<file path="src/rtl/reset_seq_pkg.sv">
`default_nettype none
// ============================================================================
//  Module      : reset_seq_pkg
//  Description : Shared types and constants for the reset/ready sequencer.
//  Revision    : 1.0 - initial release
// ============================================================================
package reset_seq_pkg;

    // Sequencer states, explicitly encoded.
    typedef enum logic [2:0] {
        ASSERT  = 3'd0,
        HOLD    = 3'd1,
        RELEASE = 3'd2,
        RUN     = 3'd3,
        SOFT    = 3'd4
    } seq_state_t;

    // Width of the saturating restart counter.
    localparam int RESTART_W = 8;

endpackage : reset_seq_pkg
`default_nettype wire

</file>
<file path="src/rtl/reset_seq_sync.sv">
`default_nettype none
// ============================================================================
//  Module      : reset_seq_sync
//  Description : WIDTH-bit, STAGES-deep flop synchronizer for asynchronous
//                level inputs. Asynchronous active-high reset clears to 0.
//  Revision    : 1.0 - initial release
// ============================================================================
module reset_seq_sync #(
    parameter int WIDTH  = 1,
    parameter int STAGES = 2
) (
    input  logic             clk,
    input  logic             rst,
    input  logic [WIDTH-1:0] i_d,
    output logic [WIDTH-1:0] o_q
);

    // Index 0 is the first (metastability-catching) flop row.
    logic [STAGES-1:0][WIDTH-1:0] r_sync;

    // Shift the asynchronous inputs through the synchronizer chain.
    always_ff @(posedge clk or posedge rst) begin
        if (rst) begin
            r_sync <= '0;
        end else begin
            r_sync <= {r_sync[STAGES-2:0], i_d};
        end
    end

    assign o_q = r_sync[STAGES-1];

endmodule : reset_seq_sync
`default_nettype wire

</file>
<file path="src/rtl/reset_sequencer.sv">
`default_nettype none
// ============================================================================
//  Module      : reset_sequencer
//  Description : Combines N_READY asynchronous ready sources, waits for them
//                to be stably high, then releases N_STAGE reset domains in
//                index order with a fixed gap. Any ready drop re-asserts all
//                domains at once; a software request forces a minimum-width
//                reset pulse before the sequence restarts.
//  Revision    : 1.0 - initial release
// ============================================================================
module reset_sequencer
    import reset_seq_pkg::*;
#(
    parameter int N_READY     = 2,
    parameter int N_STAGE     = 3,
    parameter int SYNC_STAGES = 2,
    parameter int HOLD_CYCLES = 1024,
    parameter int STAGE_GAP   = 16,
    parameter int SOFT_MIN    = 64
) (
    input  logic                 CLK,
    input  logic                 RESET,
    input  logic [N_READY-1:0]   READY_IN,
    input  logic                 SOFT_RESET_REQ,
    output logic [N_STAGE-1:0]   STAGE_RESET_n,
    output logic                 ALL_RUN,
    output logic [RESTART_W-1:0] RESTART_CNT
);

    localparam int HOLD_W = $clog2(HOLD_CYCLES) + 1;
    localparam int GAP_W  = $clog2(STAGE_GAP) + 1;
    localparam int SOFT_W = $clog2(SOFT_MIN) + 1;
    localparam int STG_W  = $clog2(N_STAGE) + 1;

    // Terminal values: a counter reaching *_LAST completes its interval on
    // the current edge.
    localparam logic [HOLD_W-1:0]    c_HOLD_LAST = HOLD_W'(HOLD_CYCLES - 1);
    localparam logic [GAP_W-1:0]     c_GAP_LAST  = GAP_W'(STAGE_GAP - 1);
    localparam logic [SOFT_W-1:0]    c_SOFT_LAST = SOFT_W'(SOFT_MIN - 1);
    localparam logic [STG_W-1:0]     c_STG_ALL   = STG_W'(N_STAGE);
    localparam logic [RESTART_W-1:0] c_CNT_SAT   = {RESTART_W{1'b1}};

    logic [N_READY-1:0]   w_ready_sync;
    logic                 w_all_ready;

    seq_state_t           r_state;
    logic [HOLD_W-1:0]    r_hold_cnt;
    logic [GAP_W-1:0]     r_gap_cnt;
    logic [SOFT_W-1:0]    r_soft_cnt;
    logic [STG_W-1:0]     r_stage_idx;   // number of stages already released
    logic [N_STAGE-1:0]   r_stage_n;
    logic                 r_all_run;
    logic [RESTART_W-1:0] r_restart_cnt;

    reset_seq_sync #(
        .WIDTH  (N_READY),
        .STAGES (SYNC_STAGES)
    ) u_ready_sync (
        .clk (CLK),
        .rst (RESET),
        .i_d (READY_IN),
        .o_q (w_ready_sync)
    );

    assign w_all_ready = &w_ready_sync;

    // Sequencer FSM with counters and registered outputs; a ready drop always
    // takes priority over a software request.
    always_ff @(posedge CLK or posedge RESET) begin
        if (RESET) begin
            r_state       <= ASSERT;
            r_hold_cnt    <= '0;
            r_gap_cnt     <= '0;
            r_soft_cnt    <= '0;
            r_stage_idx   <= '0;
            r_stage_n     <= '0;
            r_all_run     <= 1'b0;
            r_restart_cnt <= '0;
        end else begin
            case (r_state)
                ASSERT: begin
                    r_stage_n <= '0;
                    r_all_run <= 1'b0;
                    if (w_all_ready) begin
                        r_state    <= HOLD;
                        r_hold_cnt <= '0;
                    end
                end

                HOLD: begin
                    if (!w_all_ready) begin
                        r_state   <= ASSERT;
                        r_stage_n <= '0;
                        r_all_run <= 1'b0;
                    end else if (SOFT_RESET_REQ) begin
                        r_hold_cnt <= '0;
                    end else if (r_hold_cnt == c_HOLD_LAST) begin
                        r_state     <= RELEASE;
                        r_stage_n   <= N_STAGE'(1);
                        r_stage_idx <= STG_W'(1);
                        r_gap_cnt   <= '0;
                    end else begin
                        r_hold_cnt <= r_hold_cnt + 1'b1;
                    end
                end

                RELEASE: begin
                    if (!w_all_ready) begin
                        r_state   <= ASSERT;
                        r_stage_n <= '0;
                        r_all_run <= 1'b0;
                    end else if (SOFT_RESET_REQ) begin
                        r_state    <= SOFT;
                        r_stage_n  <= '0;
                        r_all_run  <= 1'b0;
                        r_soft_cnt <= '0;
                    end else if (r_gap_cnt == c_GAP_LAST) begin
                        r_gap_cnt <= '0;
                        if (r_stage_idx == c_STG_ALL) begin
                            r_state   <= RUN;
                            r_all_run <= 1'b1;
                        end else begin
                            // Stages open strictly in index order and stay open.
                            r_stage_n   <= r_stage_n | (N_STAGE'(1) << r_stage_idx);
                            r_stage_idx <= r_stage_idx + 1'b1;
                        end
                    end else begin
                        r_gap_cnt <= r_gap_cnt + 1'b1;
                    end
                end

                RUN: begin
                    if (!w_all_ready) begin
                        r_state   <= ASSERT;
                        r_stage_n <= '0;
                        r_all_run <= 1'b0;
                        if (r_restart_cnt != c_CNT_SAT) begin
                            r_restart_cnt <= r_restart_cnt + 1'b1;
                        end
                    end else if (SOFT_RESET_REQ) begin
                        r_state    <= SOFT;
                        r_stage_n  <= '0;
                        r_all_run  <= 1'b0;
                        r_soft_cnt <= '0;
                    end
                end

                SOFT: begin
                    r_stage_n <= '0;
                    r_all_run <= 1'b0;
                    if (!w_all_ready) begin
                        r_state <= ASSERT;
                    end else if (r_soft_cnt == c_SOFT_LAST) begin
                        r_state    <= HOLD;
                        r_hold_cnt <= '0;
                    end else begin
                        r_soft_cnt <= r_soft_cnt + 1'b1;
                    end
                end

                default: begin
                    r_state   <= ASSERT;
                    r_stage_n <= '0;
                    r_all_run <= 1'b0;
                end
            endcase
        end
    end

    assign STAGE_RESET_n = r_stage_n;
    assign ALL_RUN       = r_all_run;
    assign RESTART_CNT   = r_restart_cnt;

endmodule : reset_sequencer
`default_nettype wire
</file>
<file path="config.mk">
export PLATFORM = sky130hd
export DESIGN_NAME = reset_sequencer
export DESIGN_NICKNAME = d
export VERILOG_FILES = /design/src/rtl/reset_seq_pkg.sv /design/src/rtl/reset_seq_sync.sv /design/src/rtl/reset_sequencer.sv
export SDC_FILE = /design/constraint.sdc
export NUM_CORES = 1
export LEC_CHECK = 0
export BUFFER_PORTS_ARGS = -buffer_cell sky130_fd_sc_hd__clkbuf_2
export CAP_MARGIN = 5
export CORE_MARGIN = 2
export CORE_UTILIZATION = 59
export CTS_BUF_LIST = sky130_fd_sc_hd__clkbuf_8
export DETAILED_ROUTE_END_ITERATION = 16
export PLACE_DENSITY = 0.78
export SKIP_CTS_REPAIR_TIMING = 1
export SYNTH_ARGS = -nofsm -noshare
export SYNTH_HDL_FRONTEND = slang
export SYNTH_SLANG_ARGS = --single-unit
</file>
<file path="constraint.sdc">
create_clock -name CLK -period 3.82 [get_ports CLK]
set_input_delay 0.573 -clock CLK [delete_from_list [all_inputs] [get_ports CLK]]
set_output_delay 0.573 -clock CLK [all_outputs]
set_load 0.02 [all_outputs]
</file>
==> results.ini <==
[outcome]
status = finished, final reports clean

[logic_synthesis]
async_reset_ff_frac = 1.00
synth_cell_types = 63
synth_warnings = 0
synth_nets = 243
ys_seq_elements = 45
synthCells = 229
synth_area_per_cell_sq_um = 10.6
synth_area_sq_um = 2430
ys.flop_type = dfrtp_1
yosysSeqAreaShare = 0.464
synth_edf_count = 0

[setup_path]
endpoint_kind = register
start_kind = register
critPathSlowestCell = or3_1
r2r_slack_ps = 1700
cpPeakStageDelay_ps = 570
critPathMaxFanout = 9
crit_chain = ha_1 -> nand3_1 -> or3_1 -> o21ai_4 -> mux2_1
reg2reg_to = r_gap_cnt[0]
reg2reg_depth = 5
crit_arrival_ps = 2320
cp_data_required_time_ps = 4020
critPathKind = register to register
reg2reg_from = r_hold_cnt[0]

[clock_network]
cts.htree.levels = 2
cts_root_buf = clkbuf_8
clock_path_buffers = 2
clk_pin_slew_worst_paths_ps = 90
clkSinkCount = 45
cts_buffers = 5
cts_tree = done
clock_latency_ps = 300

[placed_design]
dp_hpwl_um = 3270
io_buffers = 16
place_congestion = 0.828
dp.cells = 291

[global_route]
grt_pass1_vias = 1699
grt_max_degree = 30
gr-total-overflow = 0
antenna_found_initial = 0
grt_pass1_wl_um = 7820
track_usage = 0.227

[drt]
dr.pass1.iters = 4
drcViolationCount = 0
dr_total_vias = 1818
ant_nets = 0
drt_iter0_drc = 182
wl_per_cell_um = 15.3
via_per_inst = 6.10
routed_wl_um = 4560

[power_and_ir_drop]
power_density_nw_per_um2 = 380
leakage_nw = 1.19
peakVddDrop_uv = 277

[floorplanning]
ios = 17
dieHeight_um = 68.2
core_area_sq_um = 3970
placementRows = 23
die_x_um = 68.2
start_util = 0.612
die-area_sq_um = 4650

[sta]
setup_tns_ps = 0
finalClockSkew_ps = 10.7
finalSetupViolCount = 0
max-slew-margin-rel = 0.578
tightest_slew_ps = 627
fmax_ghz = 0.471
layout_min_cycle_time_ps = 2120
maxSlewViolCount = 0
fin_crit_sh = 0.556
rsz0062_at_grt = no
finalHoldViolCount = 0

[cells_and_area]
final_cells = 298
layout-drive-gt1-share = 0.165
n_fill_cell = 308
fin_util = 0.668
mostFrequentLayoutCells = dfrtp_1, clkbuf_2, nand2_1, a21oi_1, nor2_1
multi_input_area_sq_um = 1240
layout_commonest_cell = dfrtp_1
register_area_sq_um = 1130
syn_to_final_growth_pct = 9.17
fin_nets = 262
antenna_cells = 0

[worst_hold_path]
hp-class = input pin to asynchronous set/reset pin

[run]
cap_violations = 0

==> cell usage after synthesis (all sizes together) (3+ instances only) <==
cell,count,share of area
nor2,12,0.019
buf,4,0.011
a21boi,5,0.015
o21ai,11,0.027
nand2,14,0.022
inv,9,0.014
and3,4,0.010
o211ai,4,0.012
ha,9,0.046
a31o,4,0.014
nand2b,4,0.010
and2,5,0.013
nand3,7,0.014
a31oi,11,0.028
xnor2,6,0.022
nor3,6,0.014
nand4,6,0.022
nand3b,3,0.0093
mux2i,3,0.012
a21oi,14,0.033
dfrtp,45,0.46
nor3b,3,0.018
==> area by class of cell <==
| class | instances | share of cell area |
|---|---|---|
| inverters | 9 | 0.0127 |
| multi-input cells | 170 | 0.467 |
| well taps | 50 | 0.0236 |
| repair buffers | 17 | 0.0330 |
| flip-flops and latches | 45 | 0.425 |
| clock buffers | 5 | 0.0260 |
| clock inverters | 2 | 0.0132 |
==> cell families (layout without fill, tap and decap cells) <==
family	Yosys count	in the layout	synth area share
and+or+nand+nor	76	76	0.188
DFF	45	45	0.464
AOI/OAI and AO/OA	73	73	0.228
adders and majority gates	9	9	0.0464
xor gates and xnor gates	7	7	0.0252
muxes	5	5	0.0216
buffers and inverters	14	33	0.0268
==> where the power goes <==
part	total, mW	leakage, nW	internal, mW	switching [mW]
combinational	0.124	0.549	0.0551	0.0685
clock	0.347	0.0540	0.190	0.157
sequential	0.536	0.582	0.499	0.0377
==> worst max-delay path by stage <==
stage,from,slack [ps],to,depth (start not counted)
after global routing,r_hold_cnt[0],1620,r_gap_cnt[0],5
final,r_hold_cnt[0],1700,r_gap_cnt[0],5
after CTS,r_hold_cnt[0],1710,r_gap_cnt[0],5
after global placement,r_hold_cnt[0],1810,r_gap_cnt[0],5
after floorplan,RESTART_CNT[0],1950,RESTART_CNT[1],4
after detailed placement,r_hold_cnt[0],1700,r_gap_cnt[0],5
==> metrics by stage <==
stage / hold slack (ps) / total power, mW / instance area, sq um / setup WS (ps)
after floorplan: 331 / 0.641 / 2430 / 1950
after global placement: 334 / 0.668 / 2550 / 1810
after detailed placement: 336 / 0.669 / 2550 / 1700
after CTS: 251 / 1.01 / 2650 / 1710
after global routing: 275 / 1.05 / 2650 / 1620
final: 232 / 1.01 / 2650 / 1700
==> routing by layer <==
metal	wire, um	track usage	vias to the layer above
met2	2080	0.357	40
met5	0	0	-
met4	69	0.0800	0
met1	2210	0.308	873
li1	-	-	898
met3	204	0.0543	7
==> critical path: cells and delay by family, from the launching register on <==
kind / cells / cell delay [ps]
mux: 1 / 330
fa+ha+maj: 1 / 200
simple gates: 2 / 840
compound gates: 1 / 240
flops: 1 / 400
==> state kept, by name, indices dropped and copies added, names as in the netlist <==
register             count
u_ready_sync.r_sync      2
RESTART_CNT              8
r_state                  3
r_stage_idx              3
STAGE_RESET_n            3
r_soft_cnt               7
r_hold_cnt              11
ALL_RUN                  1
r_gap_cnt                5
u_ready_sync.o_q         2
(Power assumes the default switching activity.)
